<file path="config.mk">
export PLATFORM = sky130hd
export DESIGN_NAME = load_store_unit
export DESIGN_NICKNAME = d
export VERILOG_FILES = /design/src/rtl/lsu_pkg.sv /design/src/rtl/lsu_load_extend.sv /design/src/rtl/load_store_unit.sv
export SDC_FILE = /design/constraint.sdc
export NUM_CORES = 1
export LEC_CHECK = 0
export CORE_ASPECT_RATIO = 1.75
export CORE_MARGIN = 2
export CORE_UTILIZATION = 38
export DETAILED_ROUTE_END_ITERATION = 10
export PLACE_DENSITY_LB_ADDON = 0.2
export SLEW_MARGIN = 15
export SYNTH_ARGS = -nofsm -noshare
export SYNTH_HDL_FRONTEND = slang
export SYNTH_SLANG_ARGS = --single-unit
</file>
<file path="constraint.sdc">
create_clock -name clk -period 2.85 [get_ports clk]
set_input_delay 0.57 -clock clk [delete_from_list [all_inputs] [get_ports clk]]
set_output_delay 0.57 -clock clk [all_outputs]
set_load 0.02 [all_outputs]
</file>
<file path="src/rtl/lsu_pkg.sv">
// Shared definitions for the load/store unit: access-width codes, FSM states and
// the alignment/legality helpers used when a request is accepted.
package lsu_pkg;

  localparam logic [2:0] LS_B  = 3'b000;
  localparam logic [2:0] LS_H  = 3'b001;
  localparam logic [2:0] LS_W  = 3'b010;
  localparam logic [2:0] LS_BU = 3'b100;
  localparam logic [2:0] LS_HU = 3'b101;

  typedef enum logic [1:0] {
    IDLE,
    ONE,
    SPLIT,
    RESP
  } lsu_state_t;

  function automatic logic is_misaligned(input logic [2:0] funct3, input logic [1:0] addr_lo);
    case (funct3)
      LS_H, LS_HU: return addr_lo[0];
      LS_W:        return addr_lo != 2'b00;
      default:     return 1'b0;
    endcase
  endfunction

  // Unsigned widths only exist for loads; 011/110/111 are never legal.
  function automatic logic is_illegal(input logic write, input logic [2:0] funct3);
    case (funct3)
      LS_B, LS_H, LS_W: return 1'b0;
      LS_BU, LS_HU:     return write;
      default:          return 1'b1;
    endcase
  endfunction

endpackage

</file>
<file path="src/rtl/lsu_load_extend.sv">
// Sign/zero extension of an assembled halfword: h sign-extends, everything else zero-extends.
// Purely combinational, no latency, no flow control.
module lsu_load_extend
  import lsu_pkg::*;
(
  input  logic [15:0] half_val,
  input  logic [2:0]  funct3,
  output logic [31:0] ext_val
);

  always_comb begin
    ext_val = {16'h0000, half_val};
    if (funct3 == LS_H) ext_val = {{16{half_val[15]}}, half_val};
  end

endmodule

</file>
<file path="src/rtl/load_store_unit.sv">
// Memory-access stage: one request per handshake, aligned = 2 cycles, split h/w = 3/5, error = 1.
// req_ready only in IDLE; the response is a one-cycle pulse with no backpressure.
module load_store_unit
  import lsu_pkg::*;
#(
  parameter bit SPLIT_MISALIGNED = 1'b1
) (
  input  logic        clk,
  input  logic        reset_n,
  input  logic        req_valid,
  output logic        req_ready,
  input  logic        req_write,
  input  logic [31:0] req_addr,
  input  logic [31:0] req_wdata,
  input  logic [2:0]  req_funct3,
  output logic        resp_valid,
  output logic [31:0] resp_rdata,
  output logic        resp_err,
  output logic [31:0] mem_addr,
  output logic [31:0] mem_wr_val,
  output logic        mem_write_en,
  output logic        mem_read_en,
  output logic [2:0]  mem_data_size,
  input  logic [31:0] mem_rd_val
);

  lsu_state_t  state, state_nxt;
  logic        r_write;
  logic [31:0] r_addr, r_wdata;
  logic [2:0]  r_funct3;
  logic [1:0]  idx, idx_last;
  logic [31:0] asm_q;
  logic        err_q, ext_q;
  logic        req_illegal, req_mis, req_reject;
  logic [31:0] ext_val;

  assign req_illegal = is_illegal(req_write, req_funct3);
  assign req_mis     = is_misaligned(req_funct3, req_addr[1:0]);
  assign req_reject  = req_illegal | (req_mis & ~SPLIT_MISALIGNED);

  lsu_load_extend u_extend (
    .half_val (asm_q[15:0]),
    .funct3   (r_funct3),
    .ext_val  (ext_val)
  );

  always_ff @(posedge clk or negedge reset_n) begin
    if (!reset_n) state <= IDLE;
    else          state <= state_nxt;
  end

  always_ff @(posedge clk or negedge reset_n) begin
    if (!reset_n) begin
      r_write  <= 1'b0;
      r_addr   <= '0;
      r_wdata  <= '0;
      r_funct3 <= '0;
      idx      <= '0;
      idx_last <= '0;
      asm_q    <= '0;
      err_q    <= 1'b0;
      ext_q    <= 1'b0;
    end else begin
      case (state)
        IDLE: if (req_valid) begin
          r_write  <= req_write;
          r_addr   <= req_addr;
          r_wdata  <= req_wdata;
          r_funct3 <= req_funct3;
          idx      <= 2'd0;
          idx_last <= (req_funct3 == LS_W) ? 2'd3 : 2'd1;
          asm_q    <= '0;
          err_q    <= req_reject;
          // Only split halfword loads need extending here; aligned ones arrive extended.
          ext_q    <= req_mis & ~req_write & (req_funct3 != LS_W);
        end
        ONE: if (!r_write) asm_q <= mem_rd_val;
        SPLIT: begin
          idx <= idx + 2'd1;
          if (!r_write) asm_q[{idx, 3'b000} +: 8] <= mem_rd_val[7:0];
        end
        default: ;
      endcase
    end
  end

  always_comb begin
    state_nxt     = state;
    req_ready     = 1'b0;
    resp_valid    = 1'b0;
    resp_rdata    = '0;
    resp_err      = 1'b0;
    mem_addr      = '0;
    mem_wr_val    = '0;
    mem_write_en  = 1'b0;
    mem_read_en   = 1'b0;
    mem_data_size = '0;
    case (state)
      IDLE: begin
        req_ready = 1'b1;
        if (req_valid) begin
          if (req_reject)   state_nxt = RESP;
          else if (req_mis) state_nxt = SPLIT;
          else              state_nxt = ONE;
        end
      end
      ONE: begin
        mem_addr      = r_addr;
        mem_data_size = r_funct3;
        mem_wr_val    = r_wdata;
        mem_write_en  = r_write;
        mem_read_en   = ~r_write;
        state_nxt     = RESP;
      end
      SPLIT: begin
        mem_addr      = r_addr + {30'd0, idx};
        mem_data_size = r_write ? LS_B : LS_BU;
        mem_wr_val    = r_wdata >> {idx, 3'b000};
        mem_write_en  = r_write;
        mem_read_en   = ~r_write;
        if (idx == idx_last) state_nxt = RESP;
      end
      RESP: begin
        resp_valid = 1'b1;
        resp_rdata = ext_q ? ext_val : asm_q;
        resp_err   = err_q;
        state_nxt  = IDLE;
      end
      default: state_nxt = IDLE;
    endcase
  end

endmodule

</file>
==> metrics.csv <==
stage,metric,value,unit
timing,Max Freq,0.355,GHz
route,Vias,6651,
setup_path,critical path class,reg -> out,
route,DR pass1 iterations,5,
synth,#FFs+latches synth,108,
power_and_ir_drop,Switch Pwr,5.24,mW
global_route,GRT overflow,0,
power_and_ir_drop,Lkg Pwr,4.38,nW
global_route,largest net degree at the start of global routing,40,
synth,Post-Syn Nets,830,
synth,number of enable flip-flop cells after synthesis,0,
layout,Post-Layout Cell Count,1211,
layout,synth-to-layout area growth,48.4,%
timing,Slew Limit Fails,0,
die,Placeable Area,0.0173,sq mm
setup_path,"most used cell, CP",buf_4,
layout,Layout Nets,1088,
die,Row Count,64,
setup_path,CP max stage delay,0.41,ns
cts,cts bufs inserted,9,
synth,unique cell type count in the Yosys netlist,56,
die,# IOs,207,
power_and_ir_drop,Int Power,6.24,mW
synth,ys async rst share,1.00,
timing,post-route clock period utilization,0.988,
run_status,status,completed,
global_route,GRT Util Overall,0.244,
setup_path,buffer and inverter count on the worst path,2,
die,initial core utilization,0.384,
setup_path,crit path max fanout,4,
power_and_ir_drop,Flop pwr share,0.250,
synth,"Primary FF master, synth",dfrtp_1,
cts,H-tree depth,3,
synth,Mapped Avg Cell Area,9.32,sq um
flow_run,max cap viols,0,
cts,CTS Root Cell,clkbuf_16,
synth,synth top area cells,"dfrtp_1, mux2_2, o21ai_0, nand2_1, a22oi_1",
timing,Final Skew,0.00686,ns
place,Final HPWL DP,16.9,mm
global_route,first-pass GRT wire length,35.6,mm
power_and_ir_drop,power per cell area,1170,mW/mm^2
global_route,number of global-route vias before repair,6695,
setup_path,WP data arrival,2.24,ns
synth,"Cell Area, Synth",0.00664,sq mm
route,Post-Route WL,22.8,mm
timing,# setup viols final,0,
setup_path,slowest cell on the critical path,dfrtp_1,
setup_path,crit end category,output port,
cts,Clock Path Buffers,2,
cts,CTS tree,done,
hold_path,Worst Hold Class,in -> async,
timing,Worst-Margin Slew,0.711,ns
route,DRC,0,
timing,final hold violations,0,
synth,Mapped Cells,713,
route,Iter 0 DRT Violations,295,
setup_path,crit-path leading delay family,compound AO/OA/AOI/OAI gates,
route,Final ANT Viol Nets,0,
place,gpl congestion,0.911,
die,die area,0.0186,sq mm
synth,leading area contributor after synthesis,dfrtp_1,
timing,Final TNS setup,0,ns
setup_path,nature of the critical path startpoint,flip-flop,
power_and_ir_drop,clock share of power,0.112,
route,via density per instance,5.49,
die,die height,179,um
synth,share of the synthesized area in the top cell type,0.407,
power_and_ir_drop,Comb power frac,0.639,
setup_path,crit-path cells,ha_4 -> fa_2 -> and3_4 -> buf_4 -> nand3_1 -> o311ai_1 -> o31ai_2 -> buf_4,
timing,Rel. slew slack,0.523,
place,port bufs,206,
timing,"Min Clock Period, post-route",2.81,ns
timing,unrepaired setup endpoints after global routing,yes,
place,Inst Count DP,1182,
power_and_ir_drop,Peak VDD IR,0.000652,V
synth,"Seq/Total Area, Yosys",0.407,
setup_path,FF-to-FF setup slack,0.45,ns
setup_path,CP required,2.28,ns
cts,# clock sinks,108,
die,die width,104,um
power_and_ir_drop,Sw Ratio,0.456,
synth,yosys warns,0,
cts,Clock Pin Slew Worst Setup and Hold Paths,0.07,ns
route,WL/cell,18.9,um
cts,clk_lat worst skew,0.36,ns
global_route,initial antenna violation count,1,
layout,layout cell share with drive strength beyond 1,0.278,
## worst register-to-register path: cells and delay by family, from the launching register on
family | cells | cell delay, ns
flip-flops | 1 | 0.41
adder cells (fa/ha/maj) | 1 | 0.35
AND/OR/NAND/NOR | 2 | 0.45
buffers and inverters | 4 | 0.80
AO/OA/AOI/OAI | 3 | 0.30
## layer usage
metal / GRT usage / wire length, um / vias up
li1: - / - / 3148
met1: 0.269 / 8640 / 3206
met2: 0.439 / 12100 / 237
met3: 0.0476 / 1160 / 60
met4: 0.133 / 980 / 0
met5: 0 / 0 / -
## power by group through the flow
stage	sequential (mW)	combinational, mW	clock [mW]
floorplan	2.79	4.20	0
global placement	2.83	7.33	0
detailed placement	2.86	7.37	0
CTS	2.85	7.11	1.32
global route	2.97	7.94	1.37
finish	2.87	7.34	1.28
## Yosys cell counts (3+ instances only)
master,n
dfrtp_1,108
nand2_1,75
o21ai_0,73
mux2_2,72
clkbuf_1,37
inv_1,34
a22oi_1,30
a21oi_1,28
and2_1,25
o22ai_1,24
a22o_1,21
nand3_1,18
nor2b_1,17
nor2_1,15
and3_1,14
ha_1,13
a31oi_1,9
nand4_1,8
a222oi_1,7
buf_2,7
o211ai_1,7
o31ai_1,6
or4_1,5
a41oi_1,4
buf_1,4
mux2i_1,4
nand2b_1,4
o41ai_1,4
buf_6,3
nor3_1,3
o311ai_0,3
## layout by cell type (no fill, tap or decap), drive strengths merged, types with 18 or more instances in the layout
cell type / netlist / layout
dfrtp: 108 / 108
nand2: 75 / 75
buf: 14 / 113
clkdlybuf4s50: 0 / 124
and2: 26 / 26
a22o: 21 / 21
nand3: 18 / 18
a22oi: 30 / 30
mux2: 72 / 72
o21ai: 75 / 75
dlygate4sd2: 0 / 23
o22ai: 24 / 24
a21oi: 28 / 28
clkbuf: 37 / 37
inv: 34 / 35
## cell type report
type,count,area [sq um]
fill,1641,7440
multi-input combinational,519,3800
sequential,108,2700
timing repair buffer,298,2630
tap,231,289
clock buffer,11,233
inverter,35,131
clock inverter,5,61.3
antenna,4,10.0
## cell families (layout without fill, tap and decap cells)
| kind of cell | Yosys count | after routing | synth area share |
|---|---|---|---|
| AO/OA/AOI/OAI | 226 | 226 | 0.220 |
| multiplexers | 76 | 76 | 0.128 |
| buffers and inverters | 86 | 349 | 0.0533 |
| XOR/XNOR | 2 | 2 | 0.00264 |
| adder cells (fa/ha/maj) | 14 | 14 | 0.0275 |
| AND/OR/NAND/NOR | 201 | 201 | 0.161 |
| flip-flops | 108 | 108 | 0.407 |
| other | 0 | 4 | 0 |
## repair_timing
action,in CTS,in global routing
hold buffers,0,0
buffers inserted,4,5
pin swaps,4,8
setup endpoints to repair,84,61
endpoints found under the hold margin,0,0
resized for setup,170,122
## worst paths after layout
check | endpoint | depth (start not counted) | start
worst max-delay path | mem_addr[22] | 8 | idx[0]
worst min-delay path | asm_q[5] | 1 | reset_n
worst max register to register | asm_q[24] | 10 | idx[0]
worst min register to register | ext_q | 2 | ext_q
max in group asynchronous | r_wdata[18] | 2 | reset_n
min in group clk | ext_q | 2 | ext_q
## metrics by stage
step / hold WS [ns] / utilization / total power, mW / area (sq um) / setup slack (ns)
floorplan: 0.274 / - / 6.99 / 6640 / 0.238
global placement: 0.457 / 0.546 / 10.2 / 9450 / -0.0743
detailed placement: 0.469 / 0.546 / 10.2 / 9450 / -0.117
CTS: 0.198 / 0.563 / 11.3 / 9740 / -0.0964
global route: 0.219 / 0.569 / 12.3 / 9850 / -0.0920
finish: 0.184 / 0.570 / 11.5 / 9860 / 0.0355
## state kept, by name, indices dropped and copies added (netlist names), 2 cells and up
signal	count
asm_q	32
r_funct3	3
r_addr	32
r_wdata	32
idx_last	2
idx	2
state	2
No activity file was read; power rests on OpenSTA's default activity.
